$ cat src/rtl/memory_stage.sv
// rtl/memory_stage.sv - pipeline MEM stage with stalling data-memory handshake and access timeout
module memory_stage #(
   parameter int DATA_W  = 16,
   parameter int RD_W    = 4,
   parameter int TIMEOUT = 16
) (
   input  logic              clk,
   input  logic              rst,
   input  logic              regWriteM,
   input  logic              memWriteM,
   input  logic [1:0]        resultSrcM,
   input  logic [DATA_W-1:0] PCPlus2M,
   input  logic [DATA_W-1:0] aluResM,
   input  logic [DATA_W-1:0] writeDataM,
   input  logic [RD_W-1:0]   RdM,
   output logic              memReq,
   output logic              memWe,
   output logic [DATA_W-1:0] memAddr,
   output logic [DATA_W-1:0] memWData,
   input  logic [DATA_W-1:0] memRData,
   input  logic              memReady,
   output logic              stallM,
   output logic              regWriteW,
   output logic [1:0]        resultSrcW,
   output logic [DATA_W-1:0] aluResW,
   output logic [DATA_W-1:0] readDataW,
   output logic [DATA_W-1:0] PCPlus2W,
   output logic [RD_W-1:0]   RdW,
   output logic              memErr,
   output logic [DATA_W-1:0] memErrAddr
);

   localparam logic [0:0] S_IDLE = 1'b0;
   localparam logic [0:0] S_WAIT = 1'b1;
   localparam logic [7:0] LAST_WAIT = 8'(TIMEOUT - 1);

   logic [0:0]        state_q, state_d;
   logic [7:0]        wait_cnt_q, wait_cnt_d;
   logic              reg_write_q, reg_write_d;
   logic [1:0]        result_src_q, result_src_d;
   logic [DATA_W-1:0] alu_res_q, alu_res_d;
   logic [DATA_W-1:0] read_data_q, read_data_d;
   logic [DATA_W-1:0] pc_plus2_q, pc_plus2_d;
   logic [RD_W-1:0]   rd_q, rd_d;
   logic              mem_err_q, mem_err_d;
   logic [DATA_W-1:0] mem_err_addr_q, mem_err_addr_d;

   logic is_mem;
   logic abort;
   logic retire;

   // Request side is purely combinational so a zero-wait memory costs no cycle
   always_comb begin
      is_mem   = memWriteM | (resultSrcM == 2'b01);
      memReq   = rst & is_mem;
      memWe    = memReq & memWriteM;
      memAddr  = aluResM;
      memWData = writeDataM;
      abort    = is_mem & ~memReady & (state_q == S_WAIT) & (wait_cnt_q == LAST_WAIT);
      // The instruction leaves the stage when it needs no memory or its access completes
      retire   = ~is_mem | memReady;
      stallM   = rst & is_mem & ~memReady & ~abort;
   end

   // Next-state for the access FSM, the W register and the sticky error capture
   always_comb begin
      state_d        = state_q;
      wait_cnt_d     = wait_cnt_q;
      mem_err_d      = mem_err_q;
      mem_err_addr_d = mem_err_addr_q;

      if (retire || abort) begin
         state_d    = S_IDLE;
         wait_cnt_d = 8'd0;
      end else if (state_q == S_IDLE) begin
         state_d    = S_WAIT;
         wait_cnt_d = 8'd1;
      end else begin
         wait_cnt_d = wait_cnt_q + 8'd1;
      end

      if (abort) begin
         mem_err_d = 1'b1;
         // Keep the first faulting address so a later hang cannot hide the original cause
         if (!mem_err_q) begin
            mem_err_addr_d = aluResM;
         end
      end

      if (retire) begin
         reg_write_d  = regWriteM;
         result_src_d = resultSrcM;
         alu_res_d    = aluResM;
         read_data_d  = memRData;
         pc_plus2_d   = PCPlus2M;
         rd_d         = RdM;
      end else begin
         reg_write_d  = 1'b0;
         result_src_d = 2'b00;
         alu_res_d    = '0;
         read_data_d  = '0;
         pc_plus2_d   = '0;
         rd_d         = '0;
      end
   end

   // State and pipeline register update, cleared asynchronously on reset
   always_ff @(posedge clk or negedge rst) begin
      if (!rst) begin
         state_q        <= S_IDLE;
         wait_cnt_q     <= 8'd0;
         reg_write_q    <= 1'b0;
         result_src_q   <= 2'b00;
         alu_res_q      <= '0;
         read_data_q    <= '0;
         pc_plus2_q     <= '0;
         rd_q           <= '0;
         mem_err_q      <= 1'b0;
         mem_err_addr_q <= '0;
      end else begin
         state_q        <= state_d;
         wait_cnt_q     <= wait_cnt_d;
         reg_write_q    <= reg_write_d;
         result_src_q   <= result_src_d;
         alu_res_q      <= alu_res_d;
         read_data_q    <= read_data_d;
         pc_plus2_q     <= pc_plus2_d;
         rd_q           <= rd_d;
         mem_err_q      <= mem_err_d;
         mem_err_addr_q <= mem_err_addr_d;
      end
   end

   // Registered outputs toward writeback
   always_comb begin
      regWriteW  = reg_write_q;
      resultSrcW = result_src_q;
      aluResW    = alu_res_q;
      readDataW  = read_data_q;
      PCPlus2W   = pc_plus2_q;
      RdW        = rd_q;
      memErr     = mem_err_q;
      memErrAddr = mem_err_addr_q;
   end

endmodule

$ cat config.mk
export PLATFORM = sky130hd
export DESIGN_NAME = memory_stage
export DESIGN_NICKNAME = d
export VERILOG_FILES = /design/src/rtl/memory_stage.sv
export SDC_FILE = /design/constraint.sdc
export NUM_CORES = 1
export LEC_CHECK = 0
export ABC_CLOCK_PERIOD_IN_PS = 2100
export BUFFER_PORTS_ARGS = -buffer_cell sky130_fd_sc_hd__buf_2
export CAP_MARGIN = 10
export CORE_AREA = 4 4 90 92
export DETAILED_ROUTE_END_ITERATION = 7
export DIE_AREA = 0 0 94 96
export PLACE_DENSITY = 0.79
export SETUP_SLACK_MARGIN = 0.2
export SYNTH_ARGS = -nofsm -noshare
export SYNTH_HDL_FRONTEND = slang
export SYNTH_SLANG_ARGS = --single-unit
$ cat constraint.sdc
create_clock -name clk -period 2.1 [get_ports clk]
set_input_delay 0 -clock clk [delete_from_list [all_inputs] [get_ports clk]]
set_output_delay 0 -clock clk [all_outputs]
set_load 0.03 [all_outputs]
* Yosys cells after proc, flatten, opt, wreduce, memory -nomap -nowiden
Index checks and enable logic that the tools add are counted.
** Operators by class
- $add $sub $neg :: 1
- Equal/unequal tests :: 2
- Mux-type cells :: 9
- Bitwise logic cells :: 13
- Reductions and logical operators :: 2
** Operators with widths (count)
- $mux W16 :: 3
- $mux W8 :: 2
- $add A8 B1 Y8 const B :: 1
- $eq A8 B4 Y1 const B :: 1
- $and A1 B1 Y1 :: 7
- $mux W4 :: 1
- $not A1 Y1 :: 4
- $eq A2 B1 Y1 const B :: 1
- $mux W1 :: 2
- $mux W2 :: 1
- $or A1 B1 Y1 :: 2
- $reduce_and A2 Y1 :: 1
- $logic_or A1 B1 Y1 :: 1
** Word-level totals
- Bits in registers :: 81
- Bits of input ports :: 75
- Output and inout port bits :: 107
- Logic and storage cells :: 37

* Logic depth before layout (Yosys ltp)
Gate-level depths: netlist (run 1).
- Word-level depth :: 7
- Mapped depth :: 5
- Gate-level depth less buffers :: 4

* Worst setup path before layout (run 1)
OpenSTA, ideal clock, no wires.
- Path type :: register to output
- From :: reg wait_cnt_q[0]
- To :: out stallM
- Arrival time :: 1968 ps
- Data required time :: 2100 ps
- Slack :: 132 ps
- Cell stages (with the launch flop) :: 6
- Buffers on the path :: 1
- Cells stage by stage :: dfrtp_1 ha_1 and4b_1 and2_2 buf_2 nor3b_1
** On the way
- Longest elaborated chain between the ends :: 4
** RTL lines
- start: declaration :: line 38 : logic [7:0] wait_cnt_q, wait_cnt_d;
- start signal: assignment :: line 122 : wait_cnt_q <= wait_cnt_d;
- $eq A8 B4 Y1 :: line 59 : abort = is_mem & ~memReady & (state_q == S_WAIT) & (wait_cnt_q == LAST_WAIT);
- $and A1 B1 Y1 :: line 59
- $not A1 Y1 :: line 62 : stallM = rst & is_mem & ~memReady & ~abort;
- $and A1 B1 Y1 :: line 62
- end: declaration :: line 22 : output logic stallM,
No other way between the ends.

* Worst setup path in the final report (run 1)
Ends and elaborated chain as after synthesis.

==> results.py, run 1 <==
metrics = {
    "outcome": {
        "status": "completed",
    },
    "critical_path": {
        "crit_required_ns": 2.10,
        "critPathTopFamily": "simple AND/OR/NAND/NOR gates",
        "crit_arrival_ns": 1.85,
        "reg2reg_from": "wait_cnt_q[0]",
        "crit_slowest_cell": "dfrtp_1",
        "worst-setup-path-type": "flop to primary output",
        "crit_path_cell_trace": "ha_2 > and4b_2 > and2_4 > nor3b_2 > buf_4",
        "r2r_cells": 5,
        "reg2reg_slack_ns": 0.41,
        "critPathMaxFanout": 10,
        "worstSetupStartpointType": "flop",
        "r2r-end": "memErrAddr[4]",
        "end_kind": "primary output",
        "max_stage_delay_ns": 0.42,
        "cp.buffers_inverters": 1,
    },
    "layout": {
        "finish.instance_area_um2": 4650,
        "fin_cells": 513,
        "drive_gt1_frac": 0.464,
        "diodes": 0,
        "synthToLayoutAreaGrowth_pct": 46.8,
        "mostFrequentLayoutCells": "147 x buf_2, 81 x dfrtp_1, 56 x and2_1, 56 x dlygate4sd3_1, 10 x mux2_4",
        "finalNetCount": 486,
        "final_common_cell": "buf_2",
    },
    "clock_network": {
        "clkSlewWorstSetupHoldPaths_ns": 0.08,
        "htreeDepth": 3,
        "numCtsBuffers": 9,
        "cts.sinks": 81,
        "cts_root_buffer": "clkbuf_8",
        "clock_latency_ns": 0.33,
        "cts_tree": "done",
        "clock_path_buffers": 2,
    },
    "route": {
        "drt_wl_total_um": 7610,
        "num_vias": 2320,
        "drc": 0,
        "viasPerCell": 4.52,
        "wl_met3_um": 671,
        "top_layer_used": "met4",
        "final_antenna_net_count": 0,
        "initialDrtViolationCount": 35,
        "wl_met2_um": 3780,
        "firstDrtPassIters": 4,
        "wl_per_cell_um": 14.8,
        "wl_met1_um": 3040,
    },
    "place": {
        "dpl_cell_area_um2": 3810,
        "place_ws_ns": 0.237,
        "placement.io_buffers": 149,
        "place.gp.congestion": 0.703,
        "placedCellCount": 441,
        "dpl.hpwl_um": 4870,
    },
    "sta": {
        "rsz0062_at_grt": "false",
        "period_needed_ns": 1.85,
        "worst_pin_slew_ns": 0.699,
        "fmax_mhz": 541,
        "fin_tns_setup_ns": 0,
        "setup_violations": 0,
        "fin_crit_sh": 0.880,
        "fin_ws_ns": 0.253,
        "final_hold_viol_count": 0,
        "timing.clock.skew_ns": 0.00954,
        "relSlewSlack": 0.533,
        "report.final.slew_viol_count": 0,
    },
    "pwr": {
        "p_seq_frac": 0.454,
        "switching_power_uw": 882,
        "comb_power_share": 0.155,
        "clkPwrFrac": 0.391,
        "p_sw_frac": 0.242,
        "internal_power_mw": 2.76,
        "leakagePower_nw": 2.42,
        "peakVddDrop_v": 0.000405,
        "p_per_area_nw_per_um2": 783,
    },
    "hold_path": {
        "hold_path_end": "memWData[1]",
        "min_from": "writeDataM[1]",
        "whs_path_depth": 0,
        "min_path_type": "input pin to primary output",
    },
    "flow_run": {
        "drv_cap": 0,
    },
    "logic_synthesis": {
        "yosysSeqAreaShare": 0.640,
        "postSynthCellCount": 231,
        "syn_avg_cell_area_um2": 13.7,
        "synthTopCellsByArea": "dfrtp_1 64%, and2_1 11%, buf_4 7.6%",
        "syn-num-nets": 307,
        "synth-seq-cells": 81,
        "yosysWarnings": 0,
        "synth_top_area_share": 0.640,
        "syn_area_um2": 3170,
        "synth.distinct_cells": 32,
        "synth_area_leader_cell": "dfrtp_1",
    },
    "floorplan": {
        "die-area_um2": 9020,
        "ios": 182,
        "core-area_um2": 7210,
        "die_h_um": 96,
        "initial_utilization": 0.439,
        "die_w_um": 94,
        "rows": 31,
    },
    "global_route": {
        "grt_pass1_wl_um": 11900,
        "grt_overflow_total": 0,
        "grt_max_degree": 41,
        "grt.total_usage": 0.171,
        "grt_pass1_vias": 2486,
        "antenna_found_initial": 0,
    },
}
-- stage by stage --
step           hold slack, ns  power (mW)  utilization
6_report            0.0000116        3.64        0.645
4_1_cts              0.000205        3.68        0.642
5_1_grt             0.0000481        3.80        0.645
2_1_floorplan          -0.296        2.04            -
3_5_place_dp           -0.169        2.17        0.528
3_3_place_gp           -0.171        2.16        0.528
-- registers in the layout (all words and copies together) (netlist names) --
name        flops
resultSrcW      2
wait_cnt_q      8
aluResW        16
memErrAddr     16
readDataW      16
regWriteW       1
RdW             4
memErr          1
state_q         1
PCPlus2W       16
-- worst register-to-register path: stages (launching register included) --
cell	delay (ns)
dfrtp_1	0.42
ha_2	0.23
and4b_2	0.28
o2111ai_4	0.09
buf_12	0.20
mux2_2	0.35
-- synth_stat cells --
cell type and number:
nor4b_1 1, dfrtp_1 81, buf_6 1, a2111oi_2 1, nor2_1 2, or3_2 1, nand4_1 1, nand2_1 2
clkbuf_1 6, and2_2 1, mux2_4 10, xnor2_1 2, o21a_1 1, nor2b_1 1, buf_4 32, o21ai_0 3
a2111oi_0 2, nor4b_4 1, or3_1 2, nor3b_1 1, buf_2 2, mux2_2 6, nor4_1 3, a211oi_1 1
inv_1 2, xor2_1 1, and2_1 56, and4b_1 1, ha_1 1, nand3_1 3, o21bai_1 2, o2111ai_4 1
-- power groups by stage --
stage | Clock (mW) | Combinational, mW | Sequential, mW
floorplan | 0 | 0.198 | 1.84
CTS | 1.47 | 0.563 | 1.65
global placement | 0 | 0.478 | 1.68
global route | 1.53 | 0.608 | 1.66
finish | 1.42 | 0.564 | 1.65
detailed placement | 0 | 0.483 | 1.68
-- worst max-delay path by stage --
| stage | startpoint | end | slack, ns | cells after the start |
|---|---|---|---|---|
| final | wait_cnt_q[0] | stallM | 0.25 | 5 |
| after global routing | wait_cnt_q[0] | stallM | 0.21 | 5 |
| after CTS | wait_cnt_q[0] | memErrAddr[13] | 0.21 | 4 |
| after detailed placement | wait_cnt_q[0] | memErrAddr[13] | 0.24 | 4 |
| after global placement | wait_cnt_q[0] | memErrAddr[9] | 0.31 | 4 |
| after floorplan | wait_cnt_q[0] | stallM | 0.42 | 5 |
-- per-layer routing --
layer | up-vias | global-route usage
li1 | 1078 | -
met1 | 1116 | 0.203
met2 | 113 | 0.290
met3 | 13 | 0.0477
met4 | 0 | 0.0782
met5 | - | 0
-- cells by family (layout without fill, tap and decap cells) --
logic type	after synthesis	in the layout	synth area share
xor gates and xnor gates	3	3	0.00830
adders and majority gates	1	1	0.00395
DFF	81	81	0.640
buffers and inverters	43	226	0.0920
and+or+nand+nor	76	76	0.154
muxes	16	16	0.0687
AOI/OAI and AO/OA	11	11	0.0328
-- cell type report --
class / count / area [µm²]
Timing Repair Buffer: 209 / 1370
Clock buffer: 10 / 128
Inverter: 2 / 7.51
Tap cell: 99 / 124
Clock inverter: 5 / 129
Fill cell: 531 / 2560
Sequential cell: 81 / 2030
Multi-Input combinational cell: 107 / 871
-- repair_timing --
item,CTS,global route
resized for setup,2,2
gates cloned,0,0
endpoints found under the hold margin,152,0
endpoints found under the setup margin,1,17
pin swaps,0,1
buffers inserted,0,1
hold buffers,56,0
No activity file was read; power rests on OpenSTA's default activity.
==> run 2: changes to the inputs <==
- ABC_CLOCK_PERIOD_IN_PS: 2100 -> 1500
- CORE_AREA: 4 4 90 92 -> 4 4 96 98
- DIE_AREA: 0 0 94 96 -> 0 0 100 102
- PLACE_DENSITY: 0.79 -> 0.73
- SETUP_SLACK_MARGIN: 0.2 -> 0.3
- clock period: 2.1 -> 1.5 ns (I/O delays scaled with it)
==> run 2 against run 1 <==
The flow now finishes with violations (hold timing, setup timing); global-route usage down 1.3 points; count of clock-buffer cells in the layout unchanged; clock skew up 0.0039 ns; largest cell class unchanged; cell area up 5.3%; via count up 3.1%; sequential power up 40%; die area up 13%; utilization down 6.6 points; wire length up 6.3%; final cell count up 5.3%.
==> results.py, run 2 (same netlist as run 1, synthesis figures left out) <==
metrics = {
    "layout": {
        "synthToLayoutAreaGrowth_pct": 54.6,
        "final_common_cell": "buf_2",
        "drive_gt1_frac": 0.495,
        "fill_cells": 691,
        "finish.instance_area_um2": 4900,
        "diodes": 0,
        "fin_cells": 540,
        "mostFrequentLayoutCells": "147 x buf_2, 81 x dfrtp_1, 56 x and2_1",
        "finalNetCount": 504,
        "final_util": 0.579,
    },
    "place": {
        "placement.io_buffers": 149,
        "place.gp.congestion": 0.751,
        "dpl.hpwl_um": 5280,
        "dpl_cell_area_um2": 3950,
        "placedCellCount": 460,
    },
    "clock_network": {
        "clkSlewWorstSetupHoldPaths_ns": 0.08,
        "htreeDepth": 3,
        "cts_tree": "done",
        "clock_latency_ns": 0.34,
        "ctsHoldBuffers": 56,
        "cts_root_buffer": "clkbuf_8",
        "numCtsBuffers": 9,
        "clock_path_buffers": 2,
        "cts.sinks": 81,
    },
    "floorplan": {
        "rows": 34,
        "initial_utilization": 0.374,
        "die-area_um2": 10200,
        "die_h_um": 102,
        "ios": 182,
        "core-area_um2": 8470,
        "die_w_um": 100,
    },
    "critical_path": {
        "r2r-end": "wait_cnt_q[6]",
        "reg2reg_from": "wait_cnt_q[0]",
        "critPathTopFamily": "simple AND/OR/NAND/NOR gates",
        "worstSetupStartpointType": "flop",
        "r2r_cells": 7,
        "crit_slowest_cell": "dfrtp_1",
        "crit_path_cell_trace": "ha_2 > and4b_2 > and2_4 > nor3b_4 > buf_6",
        "end_kind": "primary output",
        "cp_num_cells": 5,
        "reg2reg_slack_ns": -0.12,
        "cp.buffers_inverters": 1,
        "crit_end": "stallM",
        "crit_required_ns": 1.50,
        "max_stage_delay_ns": 0.39,
        "worst-setup-path-type": "flop to primary output",
        "crit_arrival_ns": 1.65,
        "worstSetupStartpoint": "wait_cnt_q[0]",
        "critPathMaxFanout": 3,
    },
    "route": {
        "num_vias": 2391,
        "drt_wl_total_um": 8090,
        "firstDrtPassIters": 4,
        "final_antenna_net_count": 0,
        "wl_per_cell_um": 15.0,
        "drc": 0,
        "initialDrtViolationCount": 63,
        "viasPerCell": 4.43,
    },
    "sta": {
        "final_hold_viol_count": 12,
        "fin_crit_sh": 1.10,
        "setup_violations": 22,
        "relSlewSlack": 0.587,
        "hold-worst-slack_ns": -0.120,
        "fmax_mhz": 607,
        "rsz0062_at_grt": "true",
        "timing.clock.skew_ns": 0.0134,
        "worst_pin_slew_ns": 0.619,
        "report.final.slew_viol_count": 0,
        "period_needed_ns": 1.65,
        "fin_ws_ns": -0.147,
    },
    "pwr": {
        "leakagePower_nw": 2.54,
        "p_per_area_nw_per_um2": 1050,
        "peakVddDrop_v": 0.000696,
    },
    "global_route": {
        "grt.total_usage": 0.158,
        "grt_pass1_wl_um": 12500,
        "grt_pass1_vias": 2548,
        "antenna_found_initial": 0,
        "grt_max_degree": 44,
        "grt_overflow_total": 0,
    },
    "outcome": {
        "violations": "hold timing, setup timing",
        "status": "complete, but fails checks",
    },
    "flow_run": {
        "drv_cap": 0,
    },
    "hold_path": {
        "min_path_type": "input pin to asynchronous set/reset pin",
    },
}
run 2: changes by cell type in the layout (fill, tap and decap cells not counted), sizes merged:
cell	before	now
dlygate4sd3	56	55
buf	153	171
dlymetal6s4s	0	1
run 2: where the power goes:
group,internal (mW),total (mW),switching [mW]
clock network,1.27,2.00,0.733
registers,2.29,2.31,0.0278
logic,0.332,0.828,0.496
total,3.89,5.14,1.26
run 2: worst reg2reg max path, cell delays in order (launching register included):
cell and delay [ns]:
dfrtp_1 0.36, ha_2 0.18, buf_4 0.10, buf_6 0.08, buf_6 0.09, nand3_4 0.07
or3_1 0.33, a2111oi_2 0.31
run 2: worst min path at each step:
stage                                to  slack [ns]  depth (start not counted)
after floorplan             PCPlus2W[0]       -0.30                          0
after global placement           RdW[3]       -0.13                          1
after detailed placement         RdW[3]       -0.13                          1
after CTS                  memWData[13]      0.0002                          0
after global routing          regWriteW       -0.08                          2
final                     readDataW[15]       -0.12                          2
run 2: per-layer routing:
| layer | routed length [µm] | part of all wire | vias up | GRT usage |
|---|---|---|---|---|
| met5 | 0 | 0 | - | 0 |
| li1 | - | - | 1109 | - |
| met2 | 3950 | 0.49 | 114 | 0.269 |
| met1 | 3100 | 0.38 | 1143 | 0.181 |
| met4 | 225 | 0.028 | 0 | 0.0642 |
| met3 | 812 | 0.10 | 25 | 0.0587 |
run 2: final cells by class:
type | instances | area (µm²) | area share
tap | 108 | 135 | 0.0276
multi-input combinational | 107 | 933 | 0.191
sequential | 81 | 2030 | 0.414
timing repair buffer | 227 | 1540 | 0.314
clock inverter | 5 | 129 | 0.0263
clock buffer | 10 | 128 | 0.0261
inverter | 2 | 7.51 | 0.00153
run 2: timing repair:
item,CTS,global route
endpoints found under the hold margin,152,12
pin swaps,9,2
setup buffers,5,4
endpoints found under the setup margin,27,76
gates cloned,0,0
resized for setup,6,10
run 2: metrics by stage:
| step | TNS, ns | total power [mW] | worst slack (ns) |
|---|---|---|---|
| floorplan | -0.997 | 2.85 | -0.0997 |
| global placement | -0.275 | 3.05 | -0.0186 |
| detailed placement | -1.40 | 3.06 | -0.0893 |
| CTS | -2.00 | 5.20 | -0.163 |
| global route | -3.26 | 5.39 | -0.251 |
| finish | -1.82 | 5.14 | -0.147 |
